`config.mk`:
```
export PLATFORM = sky130hd
export DESIGN_NAME = aes_blok_paketleyici
export DESIGN_NICKNAME = d
export VERILOG_FILES = /design/src/rtl/aes_blok_paketleyici.sv
export SDC_FILE = /design/constraint.sdc
export NUM_CORES = 1
export LEC_CHECK = 0
export BUFFER_PORTS_ARGS = -buffer_cell sky130_fd_sc_hd__buf_4
export CAP_MARGIN = 15
export CORE_MARGIN = 5
export CORE_UTILIZATION = 38
export CTS_BUF_LIST = sky130_fd_sc_hd__clkbuf_8
export CTS_CLUSTER_DIAMETER = 120
export DETAILED_ROUTE_END_ITERATION = 8
export HOLD_SLACK_MARGIN = 0.06
export SLEW_MARGIN = 20
export SYNTH_ARGS = -nofsm -noshare
export SYNTH_HDL_FRONTEND = slang
export SYNTH_SLANG_ARGS = --single-unit
```
`constraint.sdc`:
```
create_clock -name clk -period 12.6 [get_ports clk]
set_input_delay 1.89 -clock clk [delete_from_list [all_inputs] [get_ports clk]]
set_output_delay 1.89 -clock clk [all_outputs]
set_load 0.1 [all_outputs]
```
`src/rtl/aes_blok_paketleyici.sv`:
```
// Packs a byte stream into padded 128-bit blocks, queues them in a small FIFO
// and hands each block to the AES engine with a one-cycle start pulse.
module aes_blok_paketleyici #(
  parameter int FIFO_DERINLIK = 2,
  parameter int DOLGU_MODU    = 1
) (
  input  logic                           clk,
  input  logic                           rst,
  input  logic [7:0]                     g_bayt,
  input  logic                           g_bayt_gecerli,
  input  logic                           g_bayt_son,
  output logic                           g_bayt_hazir,
  input  logic                           hazir,
  output logic [127:0]                   blok,
  output logic                           g_gecerli,
  output logic                           fifo_bos,
  output logic                           fifo_dolu,
  output logic [$clog2(FIFO_DERINLIK):0] seviye
);
  localparam int          AW       = $clog2(FIFO_DERINLIK);
  localparam logic [AW:0] DERINLIK = (AW+1)'(FIFO_DERINLIK);
  localparam logic [AW:0] BIR      = (AW+1)'(1);

  typedef enum logic [1:0] {
    BOSTA  = 2'd0,
    GONDER = 2'd1,
    BEKLE  = 2'd2
  } durum_t;

  logic [3:0]   k_q, k_d;
  logic [127:0] pack_q, pack_d;
  logic [127:0] push_word;
  logic [7:0]   pad_bayt;
  logic [AW:0]  wr_q, wr_d, rd_q, rd_d;
  logic [127:0] mem [FIFO_DERINLIK];
  logic [127:0] blok_q, blok_d;
  logic         g_gecerli_q, g_gecerli_d;
  durum_t       durum_q, durum_d;
  logic         kabul, push, pop;
  logic [AW:0]  seviye_w;

  assign seviye_w     = wr_q - rd_q;
  assign fifo_bos     = (seviye_w == '0);
  assign fifo_dolu    = (seviye_w == DERINLIK);
  assign g_bayt_hazir = !fifo_dolu;
  assign seviye       = seviye_w;
  assign blok         = blok_q;
  assign g_gecerli    = g_gecerli_q;

  assign kabul    = g_bayt_gecerli & g_bayt_hazir;
  assign push     = kabul & (g_bayt_son | (k_q == 4'd15));
  assign pad_bayt = (DOLGU_MODU == 1) ? {4'h0, 4'd15 - k_q} : 8'h00;

  // Byte slot gi: already-packed byte, the incoming byte, or padding beyond it.
  for (genvar gi = 0; gi < 16; gi++) begin : g_yerlesim
    assign push_word[127-8*gi -: 8] = (4'(gi) < k_q)  ? pack_q[127-8*gi -: 8] :
                                      (4'(gi) == k_q) ? g_bayt : pad_bayt;
  end

  always_comb begin
    k_d    = k_q;
    pack_d = pack_q;
    wr_d   = wr_q;
    if (kabul) begin
      pack_d = push_word;
      k_d    = push ? 4'd0 : k_q + 4'd1;
    end
    if (push) begin
      wr_d = wr_q + BIR;
    end
  end

  always_comb begin
    durum_d     = durum_q;
    g_gecerli_d = 1'b0;
    blok_d      = blok_q;
    pop         = 1'b0;
    case (durum_q)
      BOSTA: begin
        if (!fifo_bos && hazir) begin
          blok_d      = mem[rd_q[AW-1:0]];
          pop         = 1'b1;
          g_gecerli_d = 1'b1;
          durum_d     = GONDER;
        end
      end
      GONDER: durum_d = BEKLE;
      // Re-arm only after hazir falls, so a long-high hazir issues once.
      BEKLE: if (!hazir) durum_d = BOSTA;
      default: durum_d = BOSTA;
    endcase
    rd_d = pop ? rd_q + BIR : rd_q;
  end

  always_ff @(posedge clk) begin
    if (push) begin
      mem[wr_q[AW-1:0]] <= push_word;
    end
  end

  always_ff @(posedge clk or negedge rst) begin
    if (!rst) begin
      k_q         <= 4'd0;
      pack_q      <= '0;
      wr_q        <= '0;
      rd_q        <= '0;
      blok_q      <= '0;
      g_gecerli_q <= 1'b0;
      durum_q     <= BOSTA;
    end else begin
      k_q         <= k_d;
      pack_q      <= pack_d;
      wr_q        <= wr_d;
      rd_q        <= rd_d;
      blok_q      <= blok_d;
      g_gecerli_q <= g_gecerli_d;
      durum_q     <= durum_d;
    end
  end
endmodule

```
* Word level (Yosys, flattened, before mapping)
Memories as Yosys holds them, arrays and structs flattened. A register that Yosys moved wholly into a read port is not among the register bits.
Index checks and enable logic that the tools add are counted.
** Storage, ports and cells
- Bits in registers :: 139
- Bits in latches :: 0
- Bits in writable memories :: 256
- Memory bits (read-only) :: 0
- Memories kept :: 1
** Operators by class
- Add/sub/neg operators :: 5
- Multiply operators :: 0
- Div/mod/pow operators :: 0
- Magnitude comparators :: 16
- Equal/unequal tests :: 21
- Shifts and indexed selects :: 0
- Mux-type cells :: 40
- Bitwise operators :: 3
- Reduce and logical (&&, ||, !) cells :: 9
** Memory list
- mem :: words 2, width 128, rd ports 1, clocked after memory_dff 1, wr ports 1, line 35 : logic [127:0] mem [FIFO_DERINLIK];
** Operators with widths (number)
- 8-bit two-way mux :: 32
- 4-bit equality test, first input constant :: 8
- 4-bit less-than comparator, first input constant :: 8
- 3-bit by 4-bit equality test with 1-bit output, first input constant :: 4
- 3-bit by 4-bit less-than comparator with 1-bit output, first input constant :: 4
- 2-bit by 4-bit equality test with 1-bit output, first input constant :: 2
- 1-bit by 4-bit less-than comparator with 1-bit output, first input constant :: 2
- 2-bit by 4-bit less-than comparator with 1-bit output, first input constant :: 2
- 2-bit case mux with 3 select lines :: 1
- 2-bit by 1-bit adder with 2-bit output, second input constant :: 2
- 4-bit by 1-bit adder with 4-bit output, second input constant :: 1
- 1-bit by 4-bit equality test with 1-bit output, first input constant :: 1
- 2-bit equality test, second input constant :: 2
- 4-bit equality test, second input constant :: 1
- 2-bit zero test :: 2
- 4-bit zero test :: 1
- 1-bit two-way mux :: 4
- 2-bit two-way mux :: 2
- 4-bit two-way mux :: 1
- 2-bit inequality test, second input constant :: 2
- 2-bit AND reduction :: 2
- 4-bit subtractor, first input constant :: 1
- 1-bit zero test :: 3
- 1-bit AND :: 2
- other kinds (4) :: 4

* Longest topological paths before layout
- Word-level depth :: 7
- Gate-level depth with buffers :: 9

* Least setup slack after synthesis
Ideal clock, no wire load.
- Path kind :: input -> register
- Start point :: in g_bayt_gecerli
- End point :: mem mem[1][0] (enable)
- Data arrival time :: 11.087 ns
- Slack :: 0.736 ns
- Stages on the path :: 3
- Path through :: o21ai_1 -> clkbuf_1 -> nor3_1
** On the way
- Word-level cells in the longest chain between the ends :: 4
** Ends and longest elaborated chain
- start, declared :: line 10 : input logic g_bayt_gecerli,
- 1-bit AND :: line 50 : assign kabul = g_bayt_gecerli & g_bayt_hazir;
- 1-bit AND :: line 51 : assign push = kabul & (g_bayt_son | (k_q == 4'd15));
- 1-bit two-way mux :: line 96 : if (push) begin
- 1-bit two-way mux (not written as such) :: line 97 : mem[wr_q[AW-1:0]] <= push_word;
- end, declared :: line 35
No other way between the ends.

* Final worst setup path
- Start point :: reg rd_q[0]
- End point :: out fifo_dolu
** On the way
- Word-level cells in the longest chain between the ends :: 2
** Ends and longest elaborated chain
- start, declared :: line 34 : logic [AW:0] wr_q, wr_d, rd_q, rd_d;
- start signal, assigned :: line 114 : rd_q <= rd_d;
- 2-bit subtractor :: line 42 : assign seviye_w = wr_q - rd_q;
- 2-bit equality test :: line 44 : assign fifo_dolu = (seviye_w == DERINLIK);
- end, declared :: line 17 : output logic fifo_dolu,
No other way between the ends.

==> results.md <==
Timing:
- After layout, the worst path uses 37.9% of the clock period.
- The transition time at the pin with the least slew margin is 1.13 ns.
- Based on the critical path, the design can be clocked at up to 210 MHz.
- The count of endpoints failing hold in the final timing report came to 0.
- Setup total negative slack on the finished layout was measured at 0 ns.
- After layout, the worst setup slack is just under 8 ns.
- Setup violations remaining at the end of the flow were counted as 0.
- Counting I/O delays and the setup requirement, the final critical path takes 4.77 ns.
- The final clock skew is between 0.02 and 0.03 ns.
- Measured against its own limit, the worst slew margin works out to between 20% and 30%.
- Setup repair after global routing left no endpoint under its margin.
- The number of pins exceeding their max-slew limit in the final report is 0.

CTS:
- The post-CTS setup buffer count is 0.
- In this run, post-CTS hold repair placed 0 buffers.
- Clock tree synthesis inserted a total of 87 buffers.
- Counting every sink on the clock net gives 515.
- Clock-pin slew was measured on the worst setup and hold paths at 0.06 ns.
- The H-tree was split into 3 levels.
- The post-cts repair resize count is 0.
- No sink is reached through more buffers than the 3 on the longest clock path.
- The clock tree from TritonCTS is yes.
- The clock reaches the later pin of the worst-skew pair after 0.67 ns.
- The tree is rooted in a sky130_fd_sc_hd__clkbuf_8.

Routing:
- The final routed wire length divided by cell count is 20.4 um.
- Once detail routing completed, the nets flagged for antenna violations numbered 0.
- The number of detailed-routing iterations run before antenna repair is 5.
- The DRC violation count after routing is 0.
- Dividing the detail-routed via count by the number of cells gives 5.31.
- Detailed routing inserted a total of around 14,000 vias.
- For this block, the initial DRC count from the detailed router was 1,139.
- Summed over all layers, the routed wires come to roughly 53,000 um.

Yosys:
- The count of mapped cells out of synthesis is 1,687.
- The number of nets handed over by synthesis was 1,705.
- The post-synthesis share of cell area spent on and, or, nand and nor gates is roughly 8.1%.
- Of all flip-flops after synthesis, the portion carrying an async set or reset was 50.3%.
- The flop and latch count out of synthesis is roughly 500.
- After Yosys synthesis, full adders, half adders and majority gates account for 0.299% of the synthesized area.
- After synthesis, the share of cell area in mux cells is under 10%.
- In this run, distinct cell masters in the synthesized netlist total 55.
- The largest family of logic cells by synthesized area is compound AO/OA/AOI/OAI gates.
- The number of flops mapped to enable cells by yosys is 256.
- During synthesis, Yosys emitted a total of 0 warnings.
- The most instantiated flip-flop cell in the synthesis netlist is sky130_fd_sc_hd__dfrtp_1.
- Of the total synthesized cell area, the portion taken by XOR and XNOR cells is 0.287%.
- The synthesized netlist occupies a cell area of about 0.021 mm^2.
- The compound-cell area share of the yosys netlist is between 10 and 15%.
- Averaged over all synthesized cells, the footprint is 12.4 um^2.
- The portion of the post-synthesis area used by sequential elements is 67.6%.

Layout:
- The number of nets at the end of the flow is 1,839.
- Once layout is done, the placed cells without fillers occupy 0.0245 mm^2.
- Leaving out fill and tap cells, the most frequent cells in the layout are sky130_fd_sc_hd__dfrtp_1 (256), sky130_fd_sc_hd__edfxtp_1 (256), sky130_fd_sc_hd__nor2_1 (188), sky130_fd_sc_hd__a21oi_1 (185), sky130_fd_sc_hd__buf_4 (165).
- Cells fill 44.6% of the core in the end.
- The fraction of layout cells with a size suffix above 1 is between 15 and 20%.
- From synthesis to final layout, the design area changed by 16.9%.

Setup path:
- The setup check on the worst reg-to-reg path leaves a slack of 8.81 ns.
- The endpoint identified for the worst register-to-register timing path is mem[1][111].
- The element type at the critical path start is a flop.
- In this run the worst setup path terminates at fifo_dolu.
- The nature of the critical path endpoint is an output port.
- For the worst flop-to-flop path, the logic depth is 6.
- The largest driver fanout on the critical path is 44.
- The worst endpoint data arrival time is roughly 2.9 ns.
- The data required time at the worst endpoint is 10.71 ns.
- The kind of critical path is flop to output port.
- The most critical setup path has its startpoint at rd_q[0].
- The launching point of the worst reg2reg path is rd_q[0].

Run status:
- The flow ran to the end, and the final reports show no timing, DRC or antenna violations.

Floorplan:
- From left edge to right edge, the die measures 245 um.
- In this run the core area contains 86 standard-cell rows.
- The initial standard-cell utilization of the core is roughly two fifths.
- The die is 245 um tall.
- The die area is ~0.06 mm^2.
- The number of placed I/O pins is 147.
- The floorplan core area is 0.0549 mm^2.

Placed design:
- During placement, the flow inserted port buffers numbering 146.
- The sum of net half-perimeters after detailed placement is 33,300 um.
- At the placement stage, the worst setup path has a slack of 8.53 ns.
- The routability congestion estimate from global placement is a little over 0.8.
- The cell area after placement is 0.0226 mm^2.

GRT:
- The initial antenna violation count is 2.
- The first global-routing pass estimated 81,900 um of wire.
- Entering global routing, the biggest net connects about 220 pins.
- The via count of the first global-routing pass was around 14,000.
- The total congestion overflow after global routing is 0.
- The global-route total usage across every layer is 17.4%.

Hold path:
- In this run the worst hold path is classified as flop to flop.

Run:
- Max-cap violations in this run came to 0.
-- per-stage QoR --
stage / hold slack, ns / instances
detailed placement: 0.470 / 2435
global route: 0.505 / 2599
CTS: 0.484 / 2598
floorplan: 0.446 / 1687
finish: 0.482 / 2600
global placement: 0.459 / 2434
-- per-layer routing --
metal / routed length, um / GRT usage, % / vias to the layer above
met2: 24500 / 26.6 / 438
met4: 1410 / 6.30 / 2
li1: - / - / 6392
met5: 13 / 0 / -
met3: 3640 / 4.28 / 94
met1: 23600 / 24.3 / 6885
-- worst min-delay path by stage --
stage	from	end	depth (start not counted)
after floorplan	pack_q[35]	pack_q[35]	2
after global placement	pack_q[10]	pack_q[10]	2
final	pack_q[100]	pack_q[100]	2
after CTS	pack_q[100]	pack_q[100]	2
after detailed placement	pack_q[25]	pack_q[25]	1
after global routing	pack_q[98]	pack_q[98]	2
-- cell usage after synthesis (all sizes together) (2+ instances only) --
library cell,count,area share [%]
a2111oi,2,0.17
a211oi,8,0.31
a21o,5,0.18
a21oi,186,4.4
a22o,46,1.9
a22oi,8,0.29
a2bb2oi,7,0.29
a31oi,18,0.54
a32o,11,0.53
and2,20,0.60
and3,3,0.090
buf,41,0.92
clkbuf,82,1.5
dfrtp,259,31
edfxtp,256,37
ha,5,0.30
inv,26,0.47
mux2,28,1.5
mux2i,132,6.3
nand2,146,2.6
nand2b,10,0.30
nand3,14,0.33
nand3b,2,0.072
nor2,188,3.4
nor2b,10,0.30
nor3,9,0.21
o211ai,6,0.21
o21a,5,0.18
o21ai,99,2.4
o22a,3,0.13
o22ai,7,0.21
o2bb2ai,9,0.38
o31ai,12,0.43
o32ai,2,0.084
or2,4,0.12
or3,2,0.060
xnor2,3,0.16
xor2,3,0.13
-- logic make-up (layout without fill, tap and decap cells) --
| family | after synthesis | after routing |
|---|---|---|
| xor gates and xnor gates | 6 | 6 |
| muxes | 160 | 160 |
| DFF | 515 | 515 |
| AOI/OAI and AO/OA | 441 | 441 |
| and+or+nand+nor | 410 | 410 |
| adders and majority gates | 5 | 5 |
| buffers and inverters | 150 | 358 |
| other | 0 | 1 |
-- registers in the layout, summed over array words and instances (netlist names) --
name / flops
pack_q: 120
durum_q: 2
k_q: 4
mem: 256
wr_q: 2
rd_q: 2
blok: 128
g_gecerli: 1
-- area by class of cell --
type / instances / area, um^2
Antenna cell: 1 / 2.50
Clock buffer: 111 / 1530
Clock inverter: 52 / 280
Fill cell: 5052 / 30400
Inverter: 27 / 101
Multi-Input combinational cell: 1022 / 6210
Sequential cell: 515 / 14200
Tap cell: 704 / 881
Timing Repair Buffer: 168 / 1300
-- worst max-delay path, cell delays in order, from the launching register on --
cell                      delay (ns)
sky130_fd_sc_hd__dfrtp_4        0.75
sky130_fd_sc_hd__ha_1           0.69
sky130_fd_sc_hd__nand2_1        0.28
sky130_fd_sc_hd__inv_1          0.18
sky130_fd_sc_hd__buf_4          0.31
Power is not shown: default switching activity piles up to over one toggle a cycle in this logic, so the estimate is an artifact.
